### config.mk
export PLATFORM = sky130hd
export DESIGN_NAME = serial_bridge
export DESIGN_NICKNAME = d
export VERILOG_FILES = /design/src/rtl/serial_bridge.sv
export SDC_FILE = /design/constraint.sdc
export NUM_CORES = 1
export LEC_CHECK = 0
export CORE_MARGIN = 5
export CORE_UTILIZATION = 55
export CTS_BUF_LIST = sky130_fd_sc_hd__clkbuf_4
export CTS_CLUSTER_DIAMETER = 120
export DETAILED_ROUTE_END_ITERATION = 12
export PLACE_DENSITY = 0.85
export SLEW_MARGIN = 20
export SYNTH_ARGS = -nofsm -noshare
export SYNTH_HDL_FRONTEND = slang
export SYNTH_SLANG_ARGS = --single-unit
### constraint.sdc
create_clock -name clk -period 3.05 [get_ports clk]
set_input_delay 0.61 -clock clk [delete_from_list [all_inputs] [get_ports clk]]
set_output_delay 0.61 -clock clk [all_outputs]
set_load 0.05 [all_outputs]
### src/rtl/serial_bridge.sv
// Byte bridge between the USB serial core and the UART pair: one FIFO per
// direction, power-up hold-off, and bridge / test-pattern / loopback modes.

module serial_bridge_fifo #(
  parameter int WIDTH      = 8,
  parameter int DEPTH_LOG2 = 4
) (
  input  logic                  clk,
  input  logic                  reset_n,
  input  logic                  active,
  input  logic                  push,
  input  logic [WIDTH-1:0]      push_data,
  input  logic                  clear_flag,
  input  logic                  ready,
  output logic                  full,
  output logic                  strobe,
  output logic [WIDTH-1:0]      data,
  output logic [DEPTH_LOG2:0]   level,
  output logic                  overflow
);

  localparam int DEPTH = 1 << DEPTH_LOG2;

  logic [WIDTH-1:0]  mem [DEPTH];
  logic [DEPTH_LOG2:0] wptr, rptr;
  logic empty, pop, push_ok, overflow_event;

  assign full  = (wptr[DEPTH_LOG2] != rptr[DEPTH_LOG2]) &&
                 (wptr[DEPTH_LOG2-1:0] == rptr[DEPTH_LOG2-1:0]);
  assign empty = (wptr == rptr);

  // Strobe must be low for a cycle before the next pop, since ready lags strobe.
  assign pop            = active && !empty && ready && !strobe;
  assign push_ok        = push && (!full || pop);
  assign overflow_event = push && full && !pop;

  // NOTE: the storage array has no reset; contents are meaningless until the
  // write pointer passes them, and leaving it out keeps it in plain RAM cells.
  always_ff @(posedge clk) begin
    if (push_ok) mem[wptr[DEPTH_LOG2-1:0]] <= push_data;
  end

  // NOTE: sequential state uses non-blocking assignments so every register
  // samples the pre-edge values, independent of statement order.
  always_ff @(posedge clk or negedge reset_n) begin
    if (!reset_n) begin
      wptr     <= '0;
      rptr     <= '0;
      level    <= '0;
      strobe   <= 1'b0;
      data     <= '0;
      overflow <= 1'b0;
    end else begin
      strobe <= pop;
      if (pop) begin
        data <= mem[rptr[DEPTH_LOG2-1:0]];
        rptr <= rptr + 1'b1;
      end
      if (push_ok) wptr <= wptr + 1'b1;
      case ({push_ok, pop})
        2'b10:   level <= level + 1'b1;
        2'b01:   level <= level - 1'b1;
        default: level <= level;
      endcase
      if (overflow_event)  overflow <= 1'b1;
      else if (clear_flag) overflow <= 1'b0;
    end
  end

endmodule

module serial_bridge #(
  parameter int                 WIDTH          = 8,
  parameter int                 DEPTH_LOG2     = 4,
  parameter int unsigned        STARTUP_CYCLES = 32'(2**24 - 1),
  parameter logic [WIDTH-1:0]   PATTERN_BASE   = WIDTH'(8'h41),
  parameter int                 PATTERN_LEN    = 26
) (
  input  logic                  clk,
  input  logic                  reset_n,
  input  logic [1:0]            mode,
  input  logic                  clear_flags,
  input  logic                  host_rx_strobe,
  input  logic [WIDTH-1:0]      host_rx_data,
  input  logic                  host_tx_ready,
  output logic                  host_tx_strobe,
  output logic [WIDTH-1:0]      host_tx_data,
  input  logic                  uart_rx_strobe,
  input  logic [WIDTH-1:0]      uart_rx_data,
  input  logic                  uart_tx_ready,
  output logic                  uart_tx_strobe,
  output logic [WIDTH-1:0]      uart_tx_data,
  output logic                  active,
  output logic [DEPTH_LOG2:0]   h2u_level,
  output logic [DEPTH_LOG2:0]   u2h_level,
  output logic                  h2u_overflow,
  output logic                  u2h_overflow
);

  typedef enum logic [1:0] {
    MODE_BRIDGE   = 2'd0,
    MODE_PATTERN  = 2'd1,
    MODE_LOOPBACK = 2'd2,
    MODE_BRIDGE_B = 2'd3
  } mode_e;

  localparam int CNT_W = (STARTUP_CYCLES > 0) ? $clog2(STARTUP_CYCLES + 1) : 1;
  localparam logic [CNT_W-1:0] CNT_LAST = CNT_W'(STARTUP_CYCLES);
  localparam logic [WIDTH-1:0] IDX_LAST = WIDTH'(PATTERN_LEN - 1);

  logic [CNT_W-1:0] holdoff_cnt;
  logic [WIDTH-1:0] pat_idx;
  logic [WIDTH-1:0] pat_byte;
  logic             pat_push;
  logic             h2u_push, u2h_push, h2u_full, u2h_full;
  logic [WIDTH-1:0] h2u_din, u2h_din;

  // The counter stops at its terminal value, so a full 2^N-1 hold-off fits N bits.
  always_ff @(posedge clk or negedge reset_n) begin
    if (!reset_n) begin
      holdoff_cnt <= '0;
      active      <= 1'b0;
    end else if (!active) begin
      if (holdoff_cnt == CNT_LAST) active <= 1'b1;
      else                         holdoff_cnt <= holdoff_cnt + 1'b1;
    end
  end

  always_ff @(posedge clk or negedge reset_n) begin
    if (!reset_n)      pat_idx <= '0;
    else if (pat_push) pat_idx <= (pat_idx == IDX_LAST) ? '0 : pat_idx + 1'b1;
  end

  assign pat_byte = PATTERN_BASE + pat_idx;

  // NOTE: every signal driven here gets a default first, so no path through
  // the case leaves a value unassigned and no latch is inferred.
  always_comb begin
    pat_push = 1'b0;
    h2u_push = 1'b0;
    u2h_push = 1'b0;
    h2u_din  = host_rx_data;
    u2h_din  = uart_rx_data;
    if (active) begin
      case (mode_e'(mode))
        MODE_PATTERN: begin
          // Pushing only when both have room keeps the two streams identical.
          pat_push = !h2u_full && !u2h_full;
          h2u_push = pat_push;
          u2h_push = pat_push;
          h2u_din  = pat_byte;
          u2h_din  = pat_byte;
        end
        MODE_LOOPBACK: begin
          h2u_push = uart_rx_strobe;
          h2u_din  = uart_rx_data;
          u2h_push = host_rx_strobe;
          u2h_din  = host_rx_data;
        end
        default: begin
          h2u_push = host_rx_strobe;
          u2h_push = uart_rx_strobe;
        end
      endcase
    end
  end

  serial_bridge_fifo #(.WIDTH(WIDTH), .DEPTH_LOG2(DEPTH_LOG2)) u_h2u (
    .clk        (clk),
    .reset_n    (reset_n),
    .active     (active),
    .push       (h2u_push),
    .push_data  (h2u_din),
    .clear_flag (clear_flags),
    .ready      (uart_tx_ready),
    .full       (h2u_full),
    .strobe     (uart_tx_strobe),
    .data       (uart_tx_data),
    .level      (h2u_level),
    .overflow   (h2u_overflow)
  );

  serial_bridge_fifo #(.WIDTH(WIDTH), .DEPTH_LOG2(DEPTH_LOG2)) u_u2h (
    .clk        (clk),
    .reset_n    (reset_n),
    .active     (active),
    .push       (u2h_push),
    .push_data  (u2h_din),
    .clear_flag (clear_flags),
    .ready      (host_tx_ready),
    .full       (u2h_full),
    .strobe     (host_tx_strobe),
    .data       (host_tx_data),
    .level      (u2h_level),
    .overflow   (u2h_overflow)
  );

endmodule

==> impl_metrics.csv <==
group,metric,value,unit
final_layout,drive_above_1_share,35.09,%
power,power.total,9.072,mW
critical_path,required,3.64,ns
route,viasPerCell,5.815,
power,power_density,518.3,nW/um^2
synthesis,synth_ff_type,"edfxtp_1",
timing,fmax,338.2,MHz
timing,max-slew-margin-rel,36.09,%
cts,root_buffer,"clkbuf_4",
placed_design,gp_congestion,0.8127,
final_layout,final_common_cell,"edfxtp_1",
timing,worstMarginPinSlew,0.9551,ns
synthesis,synth-seq-area-share,67.97,%
final_layout,syn_to_final_growth,21.84,%
power,ir_drop,379.1,uV
die,chipWidth,171.6,um
synthesis,synth_cells,840,
critical_path,end_kind,"flop",
route,dr_total_vias,8572,
cts,cts.clk_slew.worst_paths,0.06,ns
critical_path,crit_chain,"clkdlybuf4s50_1 -> inv_1 -> ha_1 -> a21oi_1 -> a31o_4 -> a21oi_4 -> inv_2 -> ha_4 -> xor2_1 -> ha_2 -> nor2b_4 -> a22oi_1 -> o32a_1 -> nor2_2 -> xor2_1",
route,first_pass_iters,5,
grt,grt_use_total,22.62,%
worst_hold_path,hold_path_class,"in -> async",
route,wl,32.09,mm
grt,grt_max_degree,43,
power,leakage,6.564,nW
flow_run,maxCapViolCount,0,
timing,setup_viol,0,
die,rows,59,
final_layout,final_cell_mix,"edfxtp_1, clkbuf_4, buf_4",
die,start_util,55.44,%
run_status,status,"finished clean",
final_layout,fillers,1624,
grt,grt_pass1_wl,50.26,mm
grt,grt_antenna_before_repair,3,
synthesis,synth-seq-cells,339,
die,dieArea,29450,um^2
final_layout,final_nets,1116,
route,wl_per_cell,21.77,um
timing,finalClockSkew,0.04932,ns
cts,cts-htree-levels,3,
synthesis,yosys.area.top_type,"edfxtp_1",
critical_path,start_kind,"input pin",
synthesis,yosys.area.top_type_share,53.51,%
die,ios,56,
critical_path,max_stage_delay,0.53,ns
critical_path,cp_top_family,"compound AO/OA/AOI/OAI gates",
critical_path,slowest_stage,"clkdlybuf4s50_1",
route,postRouteAntennaNets,0,
cts,numCtsBuffers,84,
timing,holdWs,0.4662,ns
placed_design,dpl.hpwl,20.89,mm
critical_path,crit_type,"in -> reg",
placed_design,numPortBuffers,55,
critical_path,critPathBufInv,3,
route,drcViolationCount,0,
critical_path,crit_arrival,3.54,ns
synthesis,async_flop_share,24.48,%
critical_path,path_common_cell,"xor2_1",
timing,hold_violations,0,
cts,clock-sinks,339,
cts,cts.path.max_buffers,3,
synthesis,synth_cell_type_count,50,
timing,min_period_over_period,96.94,%
grt,grt-ovfl-total,0,
cts,cts_tree,"yes",
die,coreArea,25910,um^2
die,die_y,171.6,um
timing,final_max_slew_viol_count,0,
synthesis,synth-edff-count,256,
timing,period_minus_slack,2.957,ns
synthesis,yosysWarnings,0,
route,drt_iter0_drc,744,
synthesis,netlist_area,14370,um^2
synthesis,syn_avg_cell_area,17.10,um^2
cts,clk_latency,0.69,ns
synthesis,syn_nets,888,
critical_path,cp_max_fo,4,
grt,grt_pass1_vias,9055,
synthesis,synth.area.top_cells,"edfxtp_1, dfrtp_1, mux4_2, xor2_1, ha_1",
[worst paths after layout]
kind / startpoint / end / slack (ns) / cells after the start
setup / recovery: mode[0] / u_u2h.level[4] / 0.09 / 15
hold / removal: reset_n / u_u2h.data[4] / 0.47 / 2
setup reg to reg: u_u2h.wptr[1] / u_u2h.level[4] / 0.13 / 13
hold reg to reg: u_u2h.level[4] / u_u2h.level[4] / 0.47 / 1
max in group asynchronous: reset_n / holdoff_cnt[23] / 1.87 / 3
min in group clk: u_u2h.level[4] / u_u2h.level[4] / 0.47 / 1
[cells by family after synthesis]
kind of cell	share of synthesized area, %
and+or+nand+nor	5.879
muxes	14.35
DFF	67.97
xor gates and xnor gates	4.146
AOI/OAI and AO/OA	3.484
buffers and inverters	2.116
adders and majority gates	2.056
[synth_stat cells (2+ instances only)]
library cell,instances
and3_1,27
nor2b_1,8
and2_1,10
a31o_2,3
buf_2,4
mux2_2,22
buf_4,8
edfxtp_1,256
clkbuf_1,15
nand2_1,36
xnor2_1,30
buf_1,4
buf_6,4
o31ai_1,3
a311oi_1,2
a31oi_1,3
dfrtp_1,83
or4_1,2
o32ai_1,2
clkbuf_2,2
nor3_1,8
nor2_1,34
xor2_1,38
ha_1,22
o21ai_0,22
a21oi_2,2
inv_1,26
nand4_1,13
a21oi_1,27
nand3_1,15
mux4_2,80
a211oi_1,7
nand3b_1,2
nor4_1,3
a221oi_1,2
[timing repair]
item / CTS / global route
endpoints found under the hold margin: 39 / 0
setup endpoints to repair: 0 / 2
resized for setup: 0 / 6
buffers inserted: 0 / 5
hold buffers: 1 / 0
[flip-flops by register name, indices dropped and copies added (netlist names), 5 cells and up]
register,cells
u_u2h.rptr,5
u_h2u.rptr,5
pat_idx,8
u_u2h.wptr,5
u_h2u.wptr,5
u_u2h.level,5
u_h2u.mem,128
holdoff_cnt,24
u_h2u.level,5
u_u2h.data,8
u_u2h.mem,128
u_h2u.data,8
[final cells by class]
cell class | count | area, um^2 | share of cell area [%]
diodes | 2 | 5.005 | 0.02859
inverters | 26 | 112.6 | 0.6434
well taps | 335 | 419.2 | 2.395
clock inverters | 19 | 122.6 | 0.7006
repair buffers | 179 | 1669 | 9.536
clock buffers | 136 | 1021 | 5.833
flip-flops and latches | 339 | 9768 | 55.81
multi-input cells | 438 | 4385 | 25.06
[per-stage QoR]
step           worst slack, ns  instances  TNS, ns  area, um^2  utilization, %
4_1_cts                 0.1411       1467        0       17410           67.19
3_5_place_dp           -0.5537       1311   -28.34       16260           62.74
5_1_grt               -0.05910       1474  -0.1014       17500           67.55
6_report               0.09339       1474        0       17500           67.55
3_3_place_gp           -0.4943       1311   -11.58       16260           62.74
2_1_floorplan         -0.06711        840  -0.1239       14450               -
[layer usage]
metal | vias to the layer above | GRT usage [%] | part of all wire (%)
met5 | - | 0 | 0.075
met4 | 4 | 8.750 | 2.8
met3 | 77 | 5.493 | 6.7
met2 | 342 | 37.34 | 52
met1 | 4366 | 29.35 | 39
li1 | 3783 | - | -
[power breakdown]
| part | total, mW | internal [mW] | switching (mW) | leakage [nW] |
|---|---|---|---|---|
| registers | 4.98 | 4.97 | 0.00730 | 3.42 |
| clock network | 3.89 | 2.12 | 1.77 | 0.678 |
| logic | 0.206 | 0.0752 | 0.131 | 2.46 |
[worst register-to-register path, cell delays in order, from the launching register on]
cell and delay [ns]:
dfrtp_1 0.41, xor2_1 0.19, nor4_2 0.35, a221o_1 0.35, a21oi_4 0.10, inv_2 0.09
ha_4 0.14, xor2_1 0.18, ha_2 0.23, nor2b_4 0.15, a22oi_1 0.08, o32a_1 0.34
nor2_2 0.10, xor2_1 0.14
Power figures use the tool's default switching activity.
==> variant, RTL diff (same flow settings) <==
Put a register stage on the output `h2u_level`, with the module's reset. The value now appears one clock later. The other outputs are not delayed to match.
--- a/src/rtl/serial_bridge.sv
+++ b/src/rtl/serial_bridge.sv
@@ -108,4 +108,6 @@
   localparam logic [CNT_W-1:0] CNT_LAST = CNT_W'(STARTUP_CYCLES);
   localparam logic [WIDTH-1:0] IDX_LAST = WIDTH'(PATTERN_LEN - 1);
+
+  logic [DEPTH_LOG2:0] h2u_level_d;
 
   logic [CNT_W-1:0] holdoff_cnt;
@@ -177,5 +179,5 @@
     .strobe     (uart_tx_strobe),
     .data       (uart_tx_data),
-    .level      (h2u_level),
+    .level      (h2u_level_d),
     .overflow   (h2u_overflow)
   );
@@ -196,4 +198,12 @@
   );
 
+  always_ff @(posedge clk or negedge reset_n) begin
+    if (!reset_n) begin
+      h2u_level <= '0;
+    end else begin
+      h2u_level <= h2u_level_d;
+    end
+  end
+
 endmodule
 
Check against the original RTL: same outputs for any inputs over 10 cycles, from zero or initial values and one cycle with reset_n low; that may be too few to reach the edited logic, so the function may still have changed.
==> variant against the unedited design <==
  * Synthesized area is 1.1% higher
  * Routed wire length is 4.8% higher
  * Setup slack lost 14 ps
  * Maximum frequency decreased by 0.46%
  * Power is 2.2% higher
  * Sequential cell count increased by 5
  * Sequential power is 1% higher
  * Global-route usage rose by 0.14 points
  * Design area up 0.34%
  * Register-to-register slack got worse by 50 ps
  * Via count increased by 1.5%
  * Critical path type is now flip-flop to flip-flop
  * Highest routed layer unchanged
==> variant: results (changes against the unedited design) <==
stage	metric	value	unit	change
critical_path	Register-to-Register Path Depth	14		+1
sta	post-route worst hold slack	436	ps	-30.2 ps
grt	number of global-route vias before repair	9010		-0.50%
power	static leakage	6.68	nW	+1.8%
clock_network	Worst-path clk slew	80	ps	+20 ps
yosys	Post-synth EDFFs	256		unchanged
yosys	async set or reset register ratio after synthesis	0.256		+0.0110
sta	final-report setup violation count	0		unchanged
drt	met1 wire length	12800	um	+2.4%
sta	Worst Clk Skew	52.8	ps	+3.44 ps
clock_network	CTS Root Buffer Type	clkbuf_4		
grt	antenna violations before repair	2		-1
yosys	Unique masters post-synth	56		+12%
drt	number of detailed-routing iterations run before antenna repair	5		unchanged
critical_path	maximum fanout along the worst path	3		-1
hold_path	hold-critical path depth	0		
yosys	synthesized netlist net count	890		+0.23%
grt	global-route wire length before repair	50800	um	+1.1%
clock_network	TritonCTS Buffers	83		-1.2%
drt	met2 layer wire length in the routed design	17100	um	+3.5%
critical_path	Crit path arrival time	3560	ps	+20 ps
yosys	number of warnings issued by yosys	0		unchanged
outcome	result of the run	finished clean		
drt	total via count after detailed routing	8700		+1.5%
yosys	Area contributors post-synth	edfxtp_1 (53%), dfrtp_1 (15%), mux4_2 (12%)		
finish	Fill cells	1627		+0.18%
finish	fraction of layout instances using a drive strength above 1	0.347		-0.00352
clock_network	clock insertion delay at the later pin of the skew report	690	ps	about the same
hold_path	worst min-delay path startpoint	u_h2u.level[3]$_DFFE_PN0P_		
sta	min setup slack post-route	79.7	ps	-13.7 ps
placed_design	last weighted congestion value of the routability-driven placer	0.856		+5.3%
drt	max layer used	met5		
drt	detailed router's first-iteration violation count	816		+9.7%
finish	net count of the finished layout	1117		+0.090%
critical_path	R2R Path End	u_u2h.level[4]$_DFFE_PN0P_		
hold_path	end point of the worst hold path	h2u_level[3]$_DFF_PN0_		
yosys	Post-synth top flop	edfxtp_1		
clock_network	CTS max path bufs	3		unchanged
hold_path	worst hold-check path type	flip-flop to flip-flop		
placed_design	minimum setup slack after placement	-576	ps	-21.9 ps
critical_path	RR Startpoint	u_h2u.wptr[1]$_DFFE_PN0P_		
yosys	Commonest cells post-synth	edfxtp_1 (256), dfrtp_1 (88), mux4_2 (80), xor2_1 (46), nor2_1 (36)		
placed_design	final HPWL from detailed placement	21600	um	+3.6%
yosys	sequential element share of the synthesized area	0.681		+0.00130
grt	pin count of the biggest net entering global routing	47		+9.3%
power	worst IR drop on VDD	473	uV	+25%
drt	met3 WL post-DR	2810	um	+30%
placed_design	Port Buffer Count	55		unchanged
grt	global-route total usage across every layer	0.228		+0.00138
clock_network	CTS H-tree lvls	3		unchanged
sta	Max transition margin	0.491		+0.130
drt	post-detailed-route wirelength per cell	22.8	um	+4.9%
## variant: kinds of logic (layout without fill, tap and decap cells)
family                     after synthesis  in the layout  synth area share
DFF                                    344            344             0.681
and+or+nand+nor                        164            164            0.0615
muxes                                  103            103             0.142
AOI/OAI and AO/OA                       81             81            0.0346
xor gates and xnor gates                67             67            0.0404
buffers and inverters                   60            355            0.0202
adders and majority gates               23             23            0.0203
other                                    0              1                 0
## variant: how the worst max path moves through the flow
stage	depth (start not counted)	endpoint	from
2_1_floorplan	17	u_u2h.level[4]$_DFFE_PN0P_	mode[1]
3_3_place_gp	16	u_u2h.level[4]$_DFFE_PN0P_	mode[1]
3_5_place_dp	15	u_u2h.level[4]$_DFFE_PN0P_	mode[0]
4_1_cts	14	u_u2h.level[4]$_DFFE_PN0P_	u_h2u.wptr[1]$_DFFE_PN0P_
5_1_grt	15	u_u2h.level[4]$_DFFE_PN0P_	u_u2h.rptr[2]$_DFFE_PN0N_
6_report	14	u_u2h.level[4]$_DFFE_PN0P_	u_h2u.wptr[1]$_DFFE_PN0P_
## variant: power breakdown
part	internal, mW	switching, mW	leakage, nW
Combinational	0.0784	0.133	2.51
Sequential	5.04	0.00759	3.49
Clock	2.17	1.85	0.677
Total	7.29	1.99	6.68
## variant: area by class of cell
cell class | count | share of cell area
timing repair buffer | 178 | 0.0889
inverter | 24 | 0.00598
sequential | 344 | 0.563
antenna | 1 | 0.000142
tap | 335 | 0.0239
clock buffer | 120 | 0.0513
multi-input combinational | 438 | 0.252
clock inverter | 33 | 0.0142
## variant: timing repair
action,4_1_cts,5_1_grt
setup buffers,3,2
pin swaps,3,5
hold buffers,1,0
gates resized for setup,1,7
endpoints found under the setup margin,1,3
hold endpoints to repair,45,0
## variant: metal layers
layer | vias up | GRT usage
met5 | - | 0
met4 | 2 | 0.0701
met3 | 81 | 0.0519
met2 | 436 | 0.379
met1 | 4390 | 0.303
li1 | 3791 | -
## variant: worst max-delay path: stages, from the launching register on
cell     delay (ps)
dfrtp_1         440
xor2_2          200
nor4_2           70
buf_4           150
a221o_1         370
a21oi_4         180
inv_2            80
ha_4            180
xor2_2          150
ha_2            210
nor2b_4         140
a22oi_1          80
o32a_1          340
nor2_2          110
xor2_1          160
## variant: per-stage QoR
stage / power [mW] / setup TNS [ps] / cells / cell area [um2]
2_1_floorplan: 5.22 / -67.8 / 842 / 14600
3_3_place_gp: 5.34 / -1570 / 1313 / 16300
3_5_place_dp: 5.35 / -9910 / 1313 / 16300
4_1_cts: 9.34 / 0 / 1470 / 17500
5_1_grt: 9.65 / -120 / 1473 / 17600
6_report: 9.27 / 0 / 1473 / 17600
